==> src/rtl/vector_load_writeback_if.sv <==
// vector_load_writeback_if: request, memory and register-file write bundle for the vector load writeback stage
interface vector_load_writeback_if #(
  parameter int N = 32,
  parameter int I = 20,
  parameter int L = 8
);
  logic           req_valid;
  logic           req_ready;
  logic [N-1:0]   req_base;
  logic [4:0]     req_dest;
  logic           mem_re;
  logic [N-1:0]   mem_addr;
  logic [N-1:0]   mem_rdata;
  logic           sca_we;
  logic [4:0]     sca_addr;
  logic [N-1:0]   sca_data;
  logic           WE;
  logic [4:0]     A3_WB;
  logic [N-1:0]   WD3_SCA;
  logic [I*L-1:0] WD3_VEC;
  logic           busy;
  logic           err;
  modport master (
    output req_valid, req_base, req_dest, mem_rdata, sca_we, sca_addr, sca_data,
    input  req_ready, mem_re, mem_addr, WE, A3_WB, WD3_SCA, WD3_VEC, busy, err
  );
  modport slave (
    input  req_valid, req_base, req_dest, mem_rdata, sca_we, sca_addr, sca_data,
    output req_ready, mem_re, mem_addr, WE, A3_WB, WD3_SCA, WD3_VEC, busy, err
  );
endinterface

==> src/rtl/vector_load_writeback.sv <==
// vector_load_writeback: fetches WORDS memory words into one lane-packed vector and arbitrates the register-file write port
module vector_load_writeback #(
  parameter int N = 32,
  parameter int I = 20,
  parameter int L = 8
) (
  input logic                   clk,
  input logic                   rst_n,
  vector_load_writeback_if.slave bus
);
  localparam int WORDS = I * L / N;
  localparam int CW    = $clog2(WORDS + 1);
  if ((I * L) % N != 0) begin : g_bad_geometry
    $error("I*L must be a multiple of N");
  end
  typedef enum logic [1:0] {IDLE, READ, DRAIN, WRITE} state_t;
  state_t         state_q, state_d;
  logic [CW-1:0]  issue_q, issue_d, cap_q;
  logic           pend_q;
  logic [N-1:0]   base_q;
  logic [4:0]     dest_q;
  logic [I*L-1:0] buf_q;
  logic           accept, dest_ok;
  assign accept  = state_q == IDLE && bus.req_valid;
  assign dest_ok = dest_q[4:3] == 2'b10;
  always_ff @(posedge clk or negedge rst_n) begin
    if (!rst_n) begin
      state_q <= IDLE;
      issue_q <= '0;
      cap_q   <= '0;
      pend_q  <= 1'b0;
      base_q  <= '0;
      dest_q  <= '0;
      buf_q   <= '0;
    end else begin
      state_q <= state_d;
      issue_q <= issue_d;
      pend_q  <= bus.mem_re;
      cap_q   <= accept ? '0 : cap_q + CW'(pend_q);
      if (accept) begin
        base_q <= bus.req_base;
        dest_q <= bus.req_dest;
      end
      // read data lands one cycle after its strobe, so captures trail issues by one
      for (int w = 0; w < WORDS; w++)
        if (pend_q && cap_q == CW'(w)) buf_q[w*N +: N] <= bus.mem_rdata;
    end
  end
  always_comb begin
    state_d       = state_q;
    issue_d       = issue_q;
    bus.req_ready = 1'b0;
    bus.busy      = 1'b0;
    bus.err       = 1'b0;
    bus.mem_re    = 1'b0;
    bus.mem_addr  = '0;
    bus.WE        = bus.sca_we;
    bus.A3_WB     = bus.sca_addr;
    bus.WD3_SCA   = bus.sca_data;
    bus.WD3_VEC   = buf_q;
    case (state_q)
      IDLE: begin
        bus.req_ready = 1'b1;
        if (bus.req_valid) begin
          state_d = READ;
          issue_d = '0;
        end
      end
      READ: begin
        bus.busy     = 1'b1;
        bus.mem_re   = 1'b1;
        bus.mem_addr = base_q + (N'(issue_q) << 2);
        issue_d      = issue_q + 1'b1;
        state_d      = issue_q == CW'(WORDS - 1) ? DRAIN : READ;
      end
      DRAIN: begin
        bus.busy = 1'b1;
        state_d  = WRITE;
      end
      WRITE: begin
        bus.busy = 1'b1;
        if (!dest_ok) begin
          bus.err = 1'b1;
          state_d = IDLE;
        end else if (!bus.sca_we) begin
          bus.WE      = 1'b1;
          bus.A3_WB   = dest_q;
          bus.WD3_SCA = '0;
          state_d     = IDLE;
        end
      end
    endcase
    // outputs go quiet the moment reset is applied, scalar pass-through included
    if (!rst_n) begin
      bus.req_ready = 1'b0;
      bus.busy      = 1'b0;
      bus.err       = 1'b0;
      bus.mem_re    = 1'b0;
      bus.mem_addr  = '0;
      bus.WE        = 1'b0;
      bus.A3_WB     = '0;
      bus.WD3_SCA   = '0;
      bus.WD3_VEC   = '0;
    end
  end
endmodule

==> src/flat_wrapper.sv <==
// flat-port wrapper written by rule: the top's interface ports become plain ports
module vector_load_writeback_flat 
#(
  parameter int N = 32,
  parameter int I = 20,
  parameter int L = 8
)
  (clk, rst_n, bus_req_valid, bus_req_base, bus_req_dest, bus_mem_rdata, bus_sca_we, bus_sca_addr, bus_sca_data, bus_req_ready, bus_mem_re, bus_mem_addr, bus_WE, bus_A3_WB, bus_WD3_SCA, bus_WD3_VEC, bus_busy, bus_err);
  vector_load_writeback_if #(.N(N), .I(I), .L(L)) bus_i ();
  input logic clk;
  input logic rst_n;
  input wire logic [$bits(bus_i.req_valid)-1:0] bus_req_valid;
  input wire logic [$bits(bus_i.req_base)-1:0] bus_req_base;
  input wire logic [$bits(bus_i.req_dest)-1:0] bus_req_dest;
  input wire logic [$bits(bus_i.mem_rdata)-1:0] bus_mem_rdata;
  input wire logic [$bits(bus_i.sca_we)-1:0] bus_sca_we;
  input wire logic [$bits(bus_i.sca_addr)-1:0] bus_sca_addr;
  input wire logic [$bits(bus_i.sca_data)-1:0] bus_sca_data;
  output wire logic [$bits(bus_i.req_ready)-1:0] bus_req_ready;
  output wire logic [$bits(bus_i.mem_re)-1:0] bus_mem_re;
  output wire logic [$bits(bus_i.mem_addr)-1:0] bus_mem_addr;
  output wire logic [$bits(bus_i.WE)-1:0] bus_WE;
  output wire logic [$bits(bus_i.A3_WB)-1:0] bus_A3_WB;
  output wire logic [$bits(bus_i.WD3_SCA)-1:0] bus_WD3_SCA;
  output wire logic [$bits(bus_i.WD3_VEC)-1:0] bus_WD3_VEC;
  output wire logic [$bits(bus_i.busy)-1:0] bus_busy;
  output wire logic [$bits(bus_i.err)-1:0] bus_err;
  assign bus_i.req_valid = bus_req_valid;
  assign bus_i.req_base = bus_req_base;
  assign bus_i.req_dest = bus_req_dest;
  assign bus_i.mem_rdata = bus_mem_rdata;
  assign bus_i.sca_we = bus_sca_we;
  assign bus_i.sca_addr = bus_sca_addr;
  assign bus_i.sca_data = bus_sca_data;
  assign bus_req_ready = bus_i.req_ready;
  assign bus_mem_re = bus_i.mem_re;
  assign bus_mem_addr = bus_i.mem_addr;
  assign bus_WE = bus_i.WE;
  assign bus_A3_WB = bus_i.A3_WB;
  assign bus_WD3_SCA = bus_i.WD3_SCA;
  assign bus_WD3_VEC = bus_i.WD3_VEC;
  assign bus_busy = bus_i.busy;
  assign bus_err = bus_i.err;
  vector_load_writeback #(.N(N), .I(I), .L(L)) u_core (.clk(clk), .rst_n(rst_n), .bus(bus_i));
endmodule
==> config.mk <==
export PLATFORM = sky130hd
export DESIGN_NAME = vector_load_writeback_flat
export DESIGN_NICKNAME = d
export VERILOG_FILES = /design/src/rtl/vector_load_writeback_if.sv /design/src/rtl/vector_load_writeback.sv /design/src/flat_wrapper.sv
export SDC_FILE = /design/constraint.sdc
export NUM_CORES = 1
export LEC_CHECK = 0
export CELL_PAD_IN_SITES_DETAIL_PLACEMENT = 1
export CELL_PAD_IN_SITES_GLOBAL_PLACEMENT = 1
export CORE_MARGIN = 8
export CORE_UTILIZATION = 44
export CTS_CLUSTER_SIZE = 16
export DETAILED_ROUTE_END_ITERATION = 8
export DONT_BUFFER_PORTS = 1
export GPL_TIMING_DRIVEN = 0
export PLACE_DENSITY = 0.76
export SYNTH_ARGS = -nofsm -noshare
export SYNTH_HDL_FRONTEND = slang
export SYNTH_SLANG_ARGS = --single-unit
==> constraint.sdc <==
create_clock -name clk -period 2.7 [get_ports clk]
set_clock_uncertainty 0.05 [all_clocks]
set_input_delay 0.54 -clock clk [delete_from_list [all_inputs] [get_ports clk]]
set_output_delay 0.54 -clock clk [all_outputs]
set_load 0.05 [all_outputs]
== Word level (Yosys, flattened, before mapping) ==
Cells that the tools add are included.
Cells by class
  multiplexer cells: 31
  div/mod/pow operators: 0
  shift-type cells: 0
  bitwise gates (word level): 0
  reduce and logical (&&, ||, !) cells: 12
  multiply operators: 0
  equal/unequal tests: 11
  magnitude comparators: 0
  add/subtract/negate cells: 3
Operators by type and width (number)
  32-bit two-way mux: 6
  160-bit two-way mux: 1
  32-bit by 5-bit adder with 32-bit output: 1
  5-bit two-way mux: 4
  1-bit two-way mux: 12
  2-bit two-way mux: 4
  2-bit case mux with 4 select lines: 1
  2-bit equality test, second input constant: 3
  3-bit by 2-bit equality test with 1-bit output, second input constant: 2
  3-bit equality test, second input constant: 2
  1-bit logical AND: 6
  3-bit two-way mux: 2
  3-bit case mux with 2 select lines: 1
  2-bit AND reduction: 2
  3-bit by 1-bit adder with 3-bit output: 1
  3-bit by 1-bit adder with 3-bit output, second input constant: 1
  3-bit by 1-bit equality test with 1-bit output, second input constant: 1
  3-bit logical NOT: 1
  3-bit != test, second input constant: 1
  3-bit OR reduction: 1
  2-bit by 1-bit equality test with 1-bit output, second input constant: 1
  2-bit logical NOT: 1
  2-bit != test, second input constant: 1
  2-bit nonzero test: 1
Word-level totals
  output and inout port bits: 234
  memories kept: 0
  latch bits: 0
  memory bits (writable): 0
  bits in read-only memories: 0
  input port bits: 110
  register bits after elaboration: 206
  word-level logic and storage cells: 68

== Depth between registers and ports, before layout ==
  word-level depth: 4
  gate-level depth with buffers: 8
  mapped depth without buffers: 7

== Worst setup path after synthesis ==
OpenSTA, ideal clock, no wires.
  path kind: reg-to-output
  start: register u_core.issue_q[0]
  end: output port bus_mem_addr[26]
  slack: -0.653 ns
  path buffers: 1
  stages on the path, launching flop included: 9
  required time: 2.110 ns
  arrival time: 2.763 ns
  cell sequence: dfrtp_1 ha_1 inv_1 fa_1 nor2b_1 nor2_1 clkbuf_1 nor4b_1 mux2i_1
Between the ends
  cells in the longest elaborated chain, start to end: 3
RTL lines
  from (decl): RTL line vector_load_writeback.sv:18  | logic [CW-1:0] issue_q, issue_d, cap_q;
  from (signal assigned): RTL line vector_load_writeback.sv:37  | issue_q <= issue_d;
  32-bit by 5-bit adder with 32-bit output: RTL line vector_load_writeback.sv:72  | bus.mem_addr = base_q + (N'(issue_q) << 2);
  32-bit two-way mux: RTL line vector_load_writeback.sv:61  | case (state_q)
  32-bit two-way mux: RTL line vector_load_writeback.sv:94  | if (!rst_n) begin
  to (decl): RTL line flat_wrapper.sv:21  | output wire logic [$bits(bus_i.mem_addr)-1:0] bus_mem_addr;
Every way passes these cells.

== Final worst setup path ==
  start: register u_core.base_q[3]
  end: output port bus_mem_addr[27]
Between the ends
  cells in the longest elaborated chain, start to end: 3
RTL lines
  from (decl): RTL line vector_load_writeback.sv:20  | logic [N-1:0] base_q;
  from (signal assigned): RTL line vector_load_writeback.sv:41  | base_q <= bus.req_base;
  32-bit by 5-bit adder with 32-bit output: RTL line vector_load_writeback.sv:72
  32-bit two-way mux: RTL line vector_load_writeback.sv:61
  32-bit two-way mux: RTL line vector_load_writeback.sv:94
Every way passes these cells.

==> impl_summary.txt <==
----------------------------------------------------
[Logic synthesis]
  EDFF count, synth ... 0
  Synth area leaders ... sky130_fd_sc_hd__dfrtp_1 (51%), sky130_fd_sc_hd__mux2_2 (19%), sky130_fd_sc_hd__and2_1 (12%), sky130_fd_sc_hd__mux2_1 (3.0%), sky130_fd_sc_hd__clkbuf_1 (1.3%)
  Number of nets produced by synthesis ... 955
  Share of Yosys cell area claimed by the top area cell type ... 0.513
  Most used flip-flop cell after synthesis ... sky130_fd_sc_hd__dfrtp_1
  Post-synthesis instance area ... 0.0100 sq mm
  Commonest cells in the synthesized netlist ... sky130_fd_sc_hd__dfrtp_1 (206), sky130_fd_sc_hd__and2_1 (195), sky130_fd_sc_hd__mux2_2 (169)
  Ys async rst share ... 1.00
  Yosys warning total ... 0
  Average cell area after synthesis ... 12.0 sq um
  Portion of the post-synthesis area used by sequential elements ... 0.513
  Total of flip-flops plus latches after synthesis ... 206
  Post-synthesis cell count ... 837
  Most used standard cell by instance count after synthesis ... sky130_fd_sc_hd__dfrtp_1
  Cell type with the largest total area after synthesis ... sky130_fd_sc_hd__dfrtp_1
  Synth cell types ... 46

[GRT]
  Vias in the first global route ... 7494
  Initial antenna violation count ... 3
  Overflow left after global routing ... 0
  Maximum number of pins on one net before global-route repair ... 209
  Overall routing resource usage ... 0.229
  Global-route wire length before repair ... 49700 microns

[Placed design]
  Cell Area, Placed ... 0.0107 sq mm
  Dpl hpwl ... 23100 microns
  Routability congestion estimate ... 0.788
  Number of port buffers ... 0

[STA]
  Worst hold slack after final layout ... -333 ps
  Time the final worst path needs with I/O delays and setup ... 3300 ps
  Relative max-transition margin ... 0.520
  Transition time at the pin with the least slew margin ... 718 ps
  Final Hold Viols ... 206
  Unrepaired setup endpoints after global routing ... yes
  Setup TNS ... -12640 ps
  Final critical-path share of the clock period ... 1.22
  Count of endpoints failing setup in the final report ... 28
  Max Freq ... 303 MHz
  Worst setup slack after layout ... -603 ps
  Max Transition Viols Final ... 0

[Die]
  Die height ... 167 microns
  Placeable core region ... 0.0225 sq mm
  Overall die area ... 0.0279 sq mm
  Die width ... 167 microns
  Number of rows in the core area ... 55
  Initial Util ... 0.447
  Number of placed I/O pins ... 344

[Finish]
  Area occupied by multi-input gates ... 0.00543 sq mm
  Fin nets ... 1002
  Number of filler cells placed in the layout ... 2215
  Design Area, Final ... 0.0123 sq mm
  Sequential cell area ... 0.00516 sq mm
  Layout cells sized above 1 ... 0.537
  Area growth syn-to-layout ... 22.9%

[Run status]
  Status ... finished with violations
  Violated checks ... hold timing, setup timing

[Worst setup path]
  Endpoint class of the critical path ... primary output
  Worst reg2reg path depth ... 5
  FF-to-FF End ... u_core.dest_q[2]
  Largest incremental delay on the critical path ... 540 ps
  Cell-by-cell listing of the critical path ... ha_4, a211oi_4, or2_4, clkbuf_16, or4_4, a21oi_4
  Cell type of the slowest stage on the worst timing path ... sky130_fd_sc_hd__or4_4
  Signal arrival time at the worst endpoint ... 2710 ps
  Worst Path Required ... 2110 ps
  Startpoint types ... flop
  Setup CP Type ... reg -> out
  Critical-path maximum fanout ... 4
  R2r setup slk ... 440 ps

[Min path]
  Hold/Removal Path Class ... in -> async

[Clocking]
  CTS clock-pin slew for the worst setup and hold paths ... 60 ps
  CTS Sinks ... 206
  CTS H-tree lvls ... 1
  Clk Latency, worst-skew pair ... 530 ps
  Library cell used as clock root buffer ... sky130_fd_sc_hd__clkbuf_16
  CTS tree ... built
  Number of buffers on the longest clock path ... 3
  Inserted Clock Buffers ... 24

[Routing]
  Remaining design rule violation count ... 0
  Number of iterations in the first detailed-routing pass ... 4
  Via count ... 6812
  Antenna violation net count after detailed routing ... 0
  Wire length reported by the detailed router ... 33400 microns
  Drt wl/cell ... 28.1 microns
  Violation count after the first detailed-routing iteration ... 270
  Vias per inst ... 5.72

[Pwr]
  Leakage ... 5.24 nW
  Power Density ... 1420 mW/mm^2
  Peak VDD IR ... 0.000723 V

[Job]
  Count of maximum capacitance violations ... 0

----------------------------------------------------
## critical path: cells and delay by family (launching register included)
kind,cells,cell delay [ps]
flops,1,420
simple gates,2,820
compound gates,2,490
fa+ha+maj,1,300
buf+inv,1,160
## placed cells by master (no fill, tap or decap), types with 5 or more instances in the layout
cell,count
sky130_fd_sc_hd__clkinv_2,6
sky130_fd_sc_hd__dfrtp_2,8
sky130_fd_sc_hd__buf_2,20
sky130_fd_sc_hd__nor2b_4,6
sky130_fd_sc_hd__and2_4,50
sky130_fd_sc_hd__nor2_1,8
sky130_fd_sc_hd__clkbuf_8,5
sky130_fd_sc_hd__and3_1,5
sky130_fd_sc_hd__nand2b_1,7
sky130_fd_sc_hd__and4_1,6
sky130_fd_sc_hd__nand2_1,15
sky130_fd_sc_hd__dfrtp_1,198
sky130_fd_sc_hd__mux2_2,169
sky130_fd_sc_hd__nor2_4,9
sky130_fd_sc_hd__mux2i_4,6
sky130_fd_sc_hd__o21ai_0,5
sky130_fd_sc_hd__and2_2,70
sky130_fd_sc_hd__clkbuf_4,5
sky130_fd_sc_hd__nand3_1,9
sky130_fd_sc_hd__clkbuf_2,12
sky130_fd_sc_hd__mux2_1,27
sky130_fd_sc_hd__clkbuf_16,26
sky130_fd_sc_hd__and2_1,75
sky130_fd_sc_hd__a21oi_4,14
sky130_fd_sc_hd__o31ai_1,7
sky130_fd_sc_hd__or4_4,11
sky130_fd_sc_hd__clkbuf_1,14
sky130_fd_sc_hd__nor4_4,5
sky130_fd_sc_hd__buf_4,18
## worst max path at each step
stage	startpoint	endpoint	slack (ps)	depth (start not counted)
2_1_floorplan	u_core.issue_q[2]	bus_mem_addr[29]	-110	6
3_3_place_gp	rst_n	bus_WD3_VEC[149]	-780	4
3_5_place_dp	rst_n	bus_WD3_VEC[149]	-850	4
4_1_cts	u_core.issue_q[0]	bus_mem_addr[30]	-670	8
5_1_grt	u_core.base_q[2]	bus_mem_addr[26]	-660	8
6_report	u_core.base_q[3]	bus_mem_addr[27]	-600	6
## what timing repair did
| item | in CTS | in global routing |
|---|---|---|
| endpoints found under the setup margin | 234 | 139 |
| gates cloned | 1 | 1 |
| pin swaps | 19 | 21 |
| buffers inserted | 12 | 7 |
| endpoints found under the hold margin | 206 | 206 |
| resized for setup | 190 | 107 |
## through the flow
step | utilization | hold slack (ps) | setup WS [ps] | cells | power, mW
floorplan | - | 194 | -107 | 837 | 11.8
global placement | 0.475 | 201 | -783 | 1122 | 12.8
detailed placement | 0.475 | 201 | -853 | 1122 | 13.1
CTS | 0.537 | -365 | -673 | 1178 | 17.2
global route | 0.549 | -356 | -662 | 1189 | 18.4
finish | 0.549 | -333 | -603 | 1190 | 17.6
## state kept, by name (all words and copies together), names as in the netlist, named ones only
signal,cells
u_core.base_q,32
u_core.dest_q,5
u_core.state_q,1
u_core.issue_q,3
u_core.buf_q,160
u_core.pend_q,1
u_core.cap_q,3
## where the power goes
part	switching (mW)	total, mW	internal, mW
clock network	1.34	3.37	2.03
registers	1.03	5.71	4.67
logic	5.56	8.51	2.96
total	7.93	17.6	9.66
## layer usage
layer	track usage	share of wire
met1	0.269	0.39
met2	0.392	0.50
met3	0.0788	0.085
met4	0.0635	0.025
met5	0	0
## logic make-up (layout without fill, tap and decap cells)
kind of cell	Yosys count	in the layout	share of synthesized area
AND/OR/NAND/NOR	304	304	0.186
flip-flops	206	206	0.513
multiplexers	205	205	0.229
buffers and inverters	63	127	0.0280
AO/OA/AOI/OAI	43	43	0.0269
adder cells (fa/ha/maj)	8	8	0.0107
XOR/XNOR	8	8	0.00697
other	0	4	0
## area by class of cell
class	instances	share of cell area
Multi-Input combinational cell	568	0.440
Sequential cell	206	0.418
Clock buffer	30	0.0537
Tap cell	285	0.0289
Buffer	56	0.0275
Timing Repair Buffer	21	0.0160
Clock inverter	13	0.0129
Inverter	7	0.00213
Antenna cell	4	0.000811
(Power assumes the default switching activity.)
==> RTL change: new RTL, same flow settings <==
`I` is set to 20 in 3 places; all go to 40.
--- a/src/rtl/vector_load_writeback_if.sv
+++ b/src/rtl/vector_load_writeback_if.sv
@@ -1,7 +1,7 @@
 // vector_load_writeback_if: request, memory and register-file write bundle for the vector load writeback stage
 interface vector_load_writeback_if #(
   parameter int N = 32,
-  parameter int I = 20,
+  parameter int I = 40,
   parameter int L = 8
 );
   logic           req_valid;
--- a/src/rtl/vector_load_writeback.sv
+++ b/src/rtl/vector_load_writeback.sv
@@ -1,7 +1,7 @@
 // vector_load_writeback: fetches WORDS memory words into one lane-packed vector and arbitrates the register-file write port
 module vector_load_writeback #(
   parameter int N = 32,
-  parameter int I = 20,
+  parameter int I = 40,
   parameter int L = 8
 ) (
   input logic                   clk,
--- a/src/flat_wrapper.sv
+++ b/src/flat_wrapper.sv
@@ -2,7 +2,7 @@
 module vector_load_writeback_flat 
 #(
   parameter int N = 32,
-  parameter int I = 20,
+  parameter int I = 40,
   parameter int L = 8
 )
   (clk, rst_n, bus_req_valid, bus_req_base, bus_req_dest, bus_mem_rdata, bus_sca_we, bus_sca_addr, bus_sca_data, bus_req_ready, bus_mem_re, bus_mem_addr, bus_WE, bus_A3_WB, bus_WD3_SCA, bus_WD3_VEC, bus_busy, bus_err);
Ports: changed (resized bus_WD3_VEC); port bits go from 344 to 504. No check against the original RTL was run, so the function may have changed too.
==> RTL change against the original RTL <==
- the flow still finishes with violations (negative hold slack, negative setup slack)
- routed wire length increased by 86%
- area after synthesis increased by 72%
- power increased by 68%
- non-clock buffer count increased by 68
- design area increased by 68%
- critical path depth increased by 3
- sequential cell count increased by 162
- sequential share of layout area increased by 2.6 points
- maximum frequency increased by 1.1%
- die area increased by 64%
- worst setup slack improved by 37 ps
- largest cell class is now flip-flops and latches
- highest routed layer unchanged
==> RTL change: results (changes against the original RTL) <==
| Metric | Value |
|---|---|
| Status | `finished with violations` |
| Failing checks | `negative hold slack, negative setup slack` |
| Routed wl met2 | `31.9 mm (+90%)` |
| HP Class | `input pin to asynchronous set/reset pin` |
| P_comb | `13.9 mW (+63%)` |
| R2R cell count | `6 (+1)` |
| CP max FO | `5 (+1)` |
| GRT Util Overall | `26.1% (+3.3 points)` |
| Worst Slack Setup Final | `-567 ps (+36.9 ps)` |
| Largest regs | `u_core.buf_q x320, u_core.base_q x32, u_core.dest_q x5` |
| Average wire per standard cell | `30.8 um (+9.5%)` |
| Sw Ratio | `45.3% (+0.20 points)` |
| M1 WL | `23.5 mm (+82%)` |
| Clock power share | `19.3%` |
| Final hold violations | `368 (+79%)` |
| Vias in the first global route | `12400 (+66%)` |
| Syn avg cell area | `12.4 sq um (+3.0%)` |
| WL final | `62.0 mm (+86%)` |
| Layout cells sized above 1 | `62.8% (+9.1 points)` |
| Ys Warns | `0 (unchanged)` |
| Synth Area in XOR/XNOR | `1.32% (+0.62 points)` |
| Proportion of synthesized area in mux cells | `23.3% (+0.43 points)` |
| Worst hold margin | `-363 ps (-30.6 ps)` |
| First-pass GRT wire length | `90.7 mm (+83%)` |
| Final setup viols | `168 (+500%)` |
| Post-synth cell types | `42 (-8.7%)` |
| Clock Power | `5.69 mW (+69%)` |
| DR top layer | `met4` |
| Largest net degree at the start of global routing | `370 (+77%)` |
| Worst slew pin tran | `1120 ps (+404 ps)` |
| CTS Root Cell | `clkbuf_16` |
| H-tree depth reported by CTS | `2 (+1)` |
| IO buf count | `0 (unchanged)` |
| Clock slew at reported path FFs | `60 ps (about the same)` |
| P_leak | `9.07 nW (+73%)` |
| Fillers | `3802 (+72%)` |
| Sequential-to-total area share from yosys stat | `53.4% (+2.1 points)` |
| Synthesized-area fraction occupied by adder cells | `0.696% (-0.37 points)` |
| Worst-case clock buffer depth | `3 (unchanged)` |
| VDD IR max | `631 uV (-13%)` |
| Initial antenna violation count | `1 (-2)` |
| Clk_lat worst skew | `570 ps (+40 ps)` |
| Drt first pass iters | `5 (+1)` |
| Vias | `11300 (+66%)` |
| Detail Placement HPWL | `43.1 mm (+86%)` |
| Metal3 WL | `4.48 mm (+57%)` |
| Syn Nets | `1514 (+59%)` |
| Final net count | `1587 (+58%)` |
| Commonest cells post-synth | `dfrtp_1 (368), and2_1 (355), mux2_2 (346)` |
| Post-Place Cells | `1913 (+70%)` |
| Starting DRT DRC Count | `778 (+190%)` |
| Setup TNS | `-17530 ps (-4890 ps)` |
| Final Wtd Congestion | `0.846 (+7.4%)` |
| Clock buffers created by TritonCTS | `43 (+79%)` |
| Synth Area in Compound Gates | `1.36% (-1.3 points)` |
| Dominant cells by area after synthesis | `dfrtp_1 (53%), mux2_2 (23%), and2_1 (13%)` |
| Worst slack, placed | `-871 ps (-17.4 ps)` |
## RTL change: cell count changes after synthesis, moves of 19 or more
cell / change
buf_1: +31
dfrtp_1: +162
mux2_2: +177
and2_1: +160
nor2_1: +19
mux2_1: -19
## RTL change: worst max-delay path, stage by stage (launching register included)
cell,delay [ps]
dfrtp_2,400
ha_4,160
inv_2,40
fa_2,360
nor2b_4,170
o21ai_4,100
buf_6,160
a211oi_2,230
xnor2_1,160
nor2_4,320
## RTL change: final timing paths
check                                  start                end  slack [ps]
min                                    rst_n  u_core.buf_q[101]        -360
max in group asynchronous              rst_n   u_core.base_q[9]        2020
max reg2reg                        flip-flop  u_core.base_q[27]         330
max                        u_core.issue_q[0]   bus_mem_addr[26]        -570
min in group clk             bus_req_base[3]   u_core.base_q[3]          70
min reg2reg                u_core.buf_q[126]  u_core.buf_q[126]         430
## RTL change: metal layers
metal,vias to the layer above,track usage [%]
met1,5957,30.0
met2,462,46.1
met5,-,0
li1,4780,-
met4,0,8.97
met3,114,7.62
## RTL change: through the flow
step | hold WS, ps | util, % | area, sq um
floorplan | 194 | - | 17400
global placement | 209 | 46.6 | 18000
detailed placement | 213 | 46.6 | 18000
CTS | -407 | 52.6 | 20300
global route | -400 | 53.7 | 20800
finish | -363 | 53.7 | 20800
## RTL change: layout make-up
type	instances	area share, %
inverters	8	0.163
flip-flops and latches	368	44.4
well taps	518	3.12
repair buffers	27	1.03
clock inverters	10	0.482
clock buffers	63	6.08
diodes	2	0.0241
plain buffers	118	3.02
multi-input cells	902	41.7
## RTL change: timing repair
item                                   CTS  global route
resized for setup                      424           196
setup buffers                            9            16
setup endpoints to repair              365           343
endpoints found under the hold margin  368           368
cloned                                   2             1
pin swaps                               41            32
